--- config.mk ---
export PLATFORM = sky130hd
export DESIGN_NAME = mem_arbiter
export DESIGN_NICKNAME = d
export VERILOG_FILES = /design/src/rtl/mem_arbiter.sv
export SDC_FILE = /design/constraint.sdc
export NUM_CORES = 1
export LEC_CHECK = 0
export ABC_AREA = 1
export ABC_CLOCK_PERIOD_IN_PS = 3300
export CAP_MARGIN = 20
export CORE_UTILIZATION = 25
export DETAILED_ROUTE_END_ITERATION = 6
export GPL_TIMING_DRIVEN = 1
export PLACE_DENSITY_LB_ADDON = 0.2
export SYNTH_ARGS = -nofsm -noshare
export SYNTH_HDL_FRONTEND = slang
export SYNTH_SLANG_ARGS = --single-unit
--- constraint.sdc ---
create_clock -name clk -period 3.3 [get_ports clk]
set_clock_uncertainty 0.15 [all_clocks]
set_input_delay 0.66 -clock clk [delete_from_list [all_inputs] [get_ports clk]]
set_output_delay 0.66 -clock clk [all_outputs]
set_load 0.02 [all_outputs]
--- src/rtl/mem_arbiter.sv ---
// mem_arbiter: two-port arbiter in front of the shared 16x4 data memory.
// Port 0 is the CPU control unit, port 1 the debug/loader host. Every access
// runs through IDLE -> SETUP -> STROBE -> ACK, so one access completes every
// four cycles. Simultaneous requests are granted round-robin.
//
// Ports:
//   clk, reset           system clock, synchronous active-high reset
//   rN_req/we/addr/wdata request side of port N (held stable until rN_ack)
//   rN_ack               one-cycle completion pulse for port N
//   rN_rdata             port N read data, valid while rN_ack is high
//   mem_clk/we/addr/data memory strobe and write side
//   mem_out              memory read data
//   busy                 a transaction is in progress
//   owner                port of the current or last granted transaction
module mem_arbiter #(
   parameter bit RESET_PRIO = 1'b0
) (
   input  logic       clk,
   input  logic       reset,
   input  logic       r0_req,
   input  logic       r0_we,
   input  logic [3:0] r0_addr,
   input  logic [3:0] r0_wdata,
   output logic       r0_ack,
   output logic [3:0] r0_rdata,
   input  logic       r1_req,
   input  logic       r1_we,
   input  logic [3:0] r1_addr,
   input  logic [3:0] r1_wdata,
   output logic       r1_ack,
   output logic [3:0] r1_rdata,
   output logic       mem_clk,
   output logic       mem_we,
   output logic [3:0] mem_addr,
   output logic [3:0] mem_data,
   input  logic [3:0] mem_out,
   output logic       busy,
   output logic       owner
);

   localparam logic [1:0] StIdle   = 2'd0;
   localparam logic [1:0] StSetup  = 2'd1;
   localparam logic [1:0] StStrobe = 2'd2;
   localparam logic [1:0] StAck    = 2'd3;

   logic [1:0] state_q, state_d;
   logic       prio_q, prio_d;
   logic       owner_q, owner_d;
   logic       we_q, we_d;
   logic [3:0] addr_q, addr_d;
   logic [3:0] data_q, data_d;
   logic [3:0] rdata0_q, rdata0_d;
   logic [3:0] rdata1_q, rdata1_d;
   logic       grant;

   always_comb begin
      state_d  = state_q;
      prio_d   = prio_q;
      owner_d  = owner_q;
      we_d     = we_q;
      addr_d   = addr_q;
      data_d   = data_q;
      rdata0_d = rdata0_q;
      rdata1_d = rdata1_q;
      grant    = 1'b0;
      case (state_q)
         StIdle: begin
            if (r0_req || r1_req) begin
               // Contested requests follow prio; otherwise the lone requester wins.
               grant   = (r0_req && r1_req) ? prio_q : r1_req;
               owner_d = grant;
               we_d    = grant ? r1_we    : r0_we;
               addr_d  = grant ? r1_addr  : r0_addr;
               data_d  = grant ? r1_wdata : r0_wdata;
               state_d = StSetup;
            end
         end
         StSetup: begin
            state_d = StStrobe;
         end
         StStrobe: begin
            // Writes capture too: mem_out then shows the value just written.
            if (owner_q) begin
               rdata1_d = mem_out;
            end else begin
               rdata0_d = mem_out;
            end
            state_d = StAck;
         end
         default: begin
            prio_d  = ~owner_q;
            state_d = StIdle;
         end
      endcase
   end

   always_ff @(posedge clk) begin
      if (reset) begin
         state_q  <= StIdle;
         prio_q   <= RESET_PRIO;
         owner_q  <= RESET_PRIO;
         we_q     <= 1'b0;
         addr_q   <= 4'd0;
         data_q   <= 4'd0;
         rdata0_q <= 4'd0;
         rdata1_q <= 4'd0;
      end else begin
         state_q  <= state_d;
         prio_q   <= prio_d;
         owner_q  <= owner_d;
         we_q     <= we_d;
         addr_q   <= addr_d;
         data_q   <= data_d;
         rdata0_q <= rdata0_d;
         rdata1_q <= rdata1_d;
      end
   end

   // Address and data come straight from the latched request, so they change
   // at SETUP and hold through ACK and IDLE until the next grant.
   assign mem_addr = addr_q;
   assign mem_data = data_q;
   assign mem_clk  = (state_q == StStrobe);
   assign mem_we   = we_q && ((state_q == StSetup) || (state_q == StStrobe));
   assign r0_ack   = (state_q == StAck) && !owner_q;
   assign r1_ack   = (state_q == StAck) && owner_q;
   assign r0_rdata = rdata0_q;
   assign r1_rdata = rdata1_q;
   assign busy     = (state_q != StIdle);
   assign owner    = owner_q;

endmodule
==> results by group, run 1 <==
GRT
  • Vias in the first global route: 964
  • First-pass GRT wire length: 4000 um
  • Total grt overflow: 0
  • Largest net degree at the start of global routing: 15
  • Total track usage: 11.8%
  • Initial antenna violation count: 0

Finish
  • Area growth, synth to finish: 54.5%
  • Post-Layout Cell Count: 245
  • Diodes inserted: 0
  • Final nets: 228
  • Layout cells sized above 1: 2.54%

Timing
  • Hold WS: 0.328 ns
  • Setup violators final: 0
  • Relative slew slack: 65.9%
  • Setup TNS: 0 ns
  • Final Hold Vio Count: 0
  • Crit share post-route: 76.3%
  • Max Slew Vio Count: 0
  • Unrepaired setup endpoints after global routing: no
  • Final WS setup: 0.782 ns
  • Final Critical Period: 2.52 ns
  • Worst-Margin Slew: 0.511 ns
  • Achievable Freq: 397 MHz

Critical path
  • Worst-path fanout max: 5
  • Worst Setup Start Kind: flip-flop
  • Worst Setup End Kind: primary output
  • Critical Path RT: 2.49 ns
  • WP data arrival: 1.71 ns
  • Kind of critical path: flip-flop to primary output

Detailed routing
  • Vias: 1,065
  • ANT nets after route: 0
  • DR pass1 iterations: 4
  • DR iter-0 viols: 26
  • Drt via density: 4.35
  • WL per Instance: 10.3 um
  • Post-Route WL: 2530 um
  • # DRC: 0

Floorplan
  • Core Box Area: 3770 um^2
  • Die width: 65.6 um
  • Die height: 65.6 um
  • Die area: 4300 um^2
  • Io pins: 48
  • # rows: 22
  • Initial Util: 26.8%

Clock network
  • Clk buf depth: 2
  • Clock latency on the worst-skew pair: 0.25 ns
  • Clk pin slew, worst setup/hold paths: 0.07 ns
  • Post-CTS sizing: 0
  • Clk sinks: 21
  • Num CTS Buffers: 3
  • H-tree levels: 1
  • Hold buffer count at cts: 0
  • CTS tree: done
  • Post-CTS setup buffers: 0
  • CTS root buffer: clkbuf_8

Logic synthesis
  • Net Count, Synth: 180
  • Sequential share of the synthesized area: 41.6%
  • Yosys top cell by area: dfxtp_1
  • Synth Area in Simple Gates: 27.2%
  • Netlist cell types: 15
  • Synth Area in Adders: 4.95%
  • Yosys top cell area share: 41.6%
  • Post-synthesis compound-gate area fraction: 11.5%
  • Synth Cell Area: 1010 um^2
  • Xor/xnor share of the synthesized area: 0%
  • Post-synthesis mux area share: 0%
  • Mapped Cells: 150
  • Mapped Avg Cell Area: 6.74 um^2
  • Synth top area cells: dfxtp_1, inv_1, nand3_1
  • Largest family of logic cells by synthesized area: simple AND/OR/NAND/NOR gates
  • Yosys warnings: 0
  • Synth Register Bits: 21

Power and ir drop
  • Pwr Total: 1.08 mW
  • P_sw: 0.424 mW
  • Clock power frac: 15.4%
  • Peak VDD IR: 270 uV
  • Power per Cell Area: 689 nW/um^2
  • Static leakage: 0.729 nW
  • Switching Fraction: 39.4%
  • Internal cell power: 0.652 mW
  • Comb pwr share: 49.7%
  • Sequential power share: 34.9%

Outcome
  • Outcome: finished clean

Run
  • Max_cap viols: 0

Placement
  • Worst slack, placed: 0.879 ns
  • Final HPWL DP: 2000 um
  • PortBufs: 47
  • Dpl cells: 241
  • RD Place Congestion: 0.852

Worst hold path
  • Hold WC Path Type: flip-flop to flip-flop
cell families (layout without fill, tap and decap cells):
group	Yosys count	in the layout
simple gates	66	66
buf+inv	37	84
compound gates	22	22
flops	21	21
fa+ha+maj	4	4
cells in the mapped netlist:
cell	n
o21ai_2	1
dfxtp_1	21
clkbuf_1	1
nor2_1	20
buf_2	2
a21oi_1	11
nand2_1	25
nand3_1	20
ha_1	4
inv_1	32
o21ai_0	9
inv_2	1
buf_6	1
nand4_1	1
a211oi_1	1
final timing paths:
| check | startpoint | endpoint | slack [ns] | depth (start not counted) |
|---|---|---|---|---|
| worst max-delay path | state_q[1] | mem_we | 0.78 | 5 |
| worst min-delay path | prio_q | prio_q | 0.33 | 2 |
| worst max register to register | state_q[0] | mem_data[3] | 1.72 | 7 |
| worst min register to register | prio_q | prio_q | 0.33 | 2 |
layout by cell type, fill, tap and decap left out, types with 3 or more instances in the layout:
cell type / n
clkdlybuf4s50_1: 47
inv_1: 32
nand2_1: 25
dfxtp_1: 21
nor2_1: 20
nand3_1: 20
a21oi_1: 11
o21ai_0: 9
ha_1: 4
clkbuf_8: 3
stage by stage:
stage                     cell area, um^2  utilization, %
final                                1560            41.4
after global routing                 1560            41.4
after CTS                            1560            41.4
after detailed placement             1520            40.2
after global placement               1520            40.2
after floorplan                      1010               -
routing by layer:
layer / GRT usage [%] / vias to the layer above / routed length (um)
met5: 0 / - / 0
met4: 3.80 / 0 / 12
met3: 2.60 / 2 / 178
met2: 19.6 / 45 / 1120
met1: 15.0 / 465 / 1220
li1: - / 553 / -
cell type report:
type                    count  area (um^2)
clock buffers               4         45.0
fillers                   379         2210
inverters                  33          124
multi-input cells          92          442
flip-flops and latches     21          420
well taps                  48         60.1
repair buffers             47          470
power by group through the flow:
stage | Combinational [mW] | Sequential, mW | Clock, mW
2_1_floorplan | 0.262 | 0.439 | 0
3_3_place_gp | 0.529 | 0.380 | 0
3_5_place_dp | 0.536 | 0.380 | 0
4_1_cts | 0.539 | 0.376 | 0.170
5_1_grt | 0.588 | 0.385 | 0.183
6_report | 0.535 | 0.376 | 0.165
flip-flops by register name, indices dropped and copies added, names as in the netlist:
signal,flops
owner,1
r1_rdata,4
prio_q,1
mem_addr,4
mem_data,4
r0_rdata,4
state_q,2
we_q,1
critical path, stage by stage (launching register included):
cell             delay [ns]
dfxtp_1                0.41
inv_1                  0.06
ha_1                   0.29
nand2_1                0.06
inv_1                  0.05
clkdlybuf4s50_1        0.59
No activity file was read; power rests on OpenSTA's default activity.
==> run 2, diff against run 1 <==
ABC_CLOCK_PERIOD_IN_PS = 2240   (was 3300)
clock period = 2.24 ns   (was 3.3 ns; I/O delays follow)
==> run 2 against run 1 <==
Core utilization increased by 0.66 points. Count of clock-buffer cells in the layout stayed put. Sequential cell count unchanged. Combinational power grew 47%. Global-route usage fell by 0.11 points. First-iteration DRC count grew 54%.
==> results by group, run 2 (synthesized netlist as in run 1, its figures left out) <==
Critical path
  • Critical Path RT: 1.64 ns
  • Kind of critical path: flip-flop to primary output
  • Worst-path cell chain: inv_1 > ha_1 > clkdlybuf4s50_1
  • Worst Setup End Kind: primary output
  • Worst-path fanout max: 3
  • CP max stage delay: 0.60 ns
  • Slowest-stage cell, CP: clkdlybuf4s50_1
  • CP top delay family: buffers and inverters
  • Worst Setup Start Kind: flip-flop
  • WP data arrival: 1.47 ns
  • Worst Path Buf+Inv: 2

GRT
  • Total track usage: 11.7%
  • Met3 usage: 2.43%
  • First-pass GRT wire length: 3950 um
  • Most Crowded Layer GR: met2
  • Initial antenna violation count: 0
  • Total grt overflow: 0
  • Met1 Use GR: 14.8%
  • Vias in the first global route: 959
  • Met2 Resource Use GR: 19.5%
  • Largest net degree at the start of global routing: 15

Power and ir drop
  • Comb pwr share: 50.1%
  • Peak VDD IR: 341 uV
  • Sequential power share: 34.8%
  • Clock power frac: 15.2%
  • Internal cell power: 0.960 mW
  • Switching Fraction: 38.9%
  • P_sw: 0.611 mW
  • Static leakage: 0.786 nW
  • Power per Cell Area: 990 nW/um^2

Timing
  • Hold WS: 0.336 ns
  • Setup violators final: 0
  • Final Critical Period: 2.07 ns
  • Max Slew Vio Count: 0
  • Relative slew slack: 78.0%
  • Setup TNS: 0 ns
  • Crit share post-route: 92.2%
  • Unrepaired setup endpoints after global routing: no
  • Worst-Margin Slew: 0.329 ns
  • Achievable Freq: 484 MHz
  • Final Hold Vio Count: 0

Floorplan
  • Initial Util: 26.8%
  • # rows: 22
  • Die height: 65.6 um
  • Io pins: 48
  • Core Box Area: 3770 um^2
  • Die width: 65.6 um
  • Die area: 4300 um^2

Clock network
  • Num CTS Buffers: 3
  • CTS tree: done
  • Post-CTS setup buffers: 0
  • Post-CTS sizing: 2
  • Clk buf depth: 2
  • Clk pin slew, worst setup/hold paths: 0.07 ns
  • CTS root buffer: clkbuf_8
  • H-tree levels: 1
  • Clock latency on the worst-skew pair: 0.25 ns
  • Clk sinks: 21
  • Hold buffer count at cts: 0

Finish
  • Area growth, synth to finish: 56.9%
  • Diodes inserted: 0
  • Layout cells sized above 1: 4.00%
  • Most frequent cells in the layout: clkdlybuf4s50_1, inv_1, nand2_1
  • Commonest non-fill, non-tap cell in the layout: clkdlybuf4s50_1
  • Final nets: 231

Detailed routing
  • ANT nets after route: 0
  • Vias: 1,073
  • WL per Instance: 9.63 um
  • Post-Route WL: 2390 um
  • DR pass1 iterations: 4
  • DR iter-0 viols: 40
  • # DRC: 0
  • Drt via density: 4.33

Placement
  • RD Place Congestion: 0.746
  • PortBufs: 47
  • Final HPWL DP: 1960 um

Worst hold path
  • Hold WC Path Type: flip-flop to flip-flop

Outcome
  • Outcome: finished clean

Run
  • Max_cap viols: 0
## run 2: cell count changes in the layout (fill, tap and decap cells not counted)
cell / change
dlygate4sd2_1: +2
clkdlybuf4s50_1: -4
dlymetal6s2s_1: +2
buf_4: +3
## run 2: layout make-up
type                    count  area (um^2)
clock buffers               4         45.0
multi-input cells          92          442
repair buffers             50          495
well taps                  48         60.1
fillers                   371         2180
flip-flops and latches     21          420
inverters                  33          124
## run 2: final timing paths
check | from | endpoint | slack, ns | cells past startpoint
setup reg to reg | state_q[0] | mem_data[1] | 0.74 | 7
setup / recovery | state_q[0] | mem_clk | 0.17 | 3
hold / removal | r1_rdata[1] | r1_rdata[1] | 0.34 | 2
hold reg to reg | r1_rdata[1] | r1_rdata[1] | 0.34 | 2
## run 2: power groups by stage
stage	Sequential (mW)	Clock, mW	Combinational (mW)
6_report	0.546	0.238	0.787
5_1_grt	0.565	0.272	0.878
4_1_cts	0.549	0.252	0.796
3_5_place_dp	0.557	0	0.806
3_3_place_gp	0.552	0	0.800
2_1_floorplan	0.646	0	0.386
## run 2: worst min-delay path, delay by kind of cell, from the launching register on
kind | cells | cell delay, ns
and+or+nand+nor | 2 | 0.13
DFF | 1 | 0.33
## run 2: metrics by stage
stage / cell area (um^2) / instances / setup slack [ns] / utilization [%] / total power, mW
6_report: 1590 / 248 / 0.174 / 42.1 / 1.57
5_1_grt: 1590 / 248 / 0.0939 / 42.1 / 1.71
4_1_cts: 1580 / 248 / 0.0487 / 41.9 / 1.60
3_5_place_dp: 1540 / 244 / 0.223 / 40.8 / 1.36
3_3_place_gp: 1540 / 244 / 0.239 / 40.8 / 1.35
2_1_floorplan: 1010 / 150 / 0.769 / - / 1.03
## run 2: routing by layer
layer	share of wire [%]	vias up
li1	-	562
met1	46	467
met2	46	42
met3	8.2	2
met4	0.50	0
met5	0	-
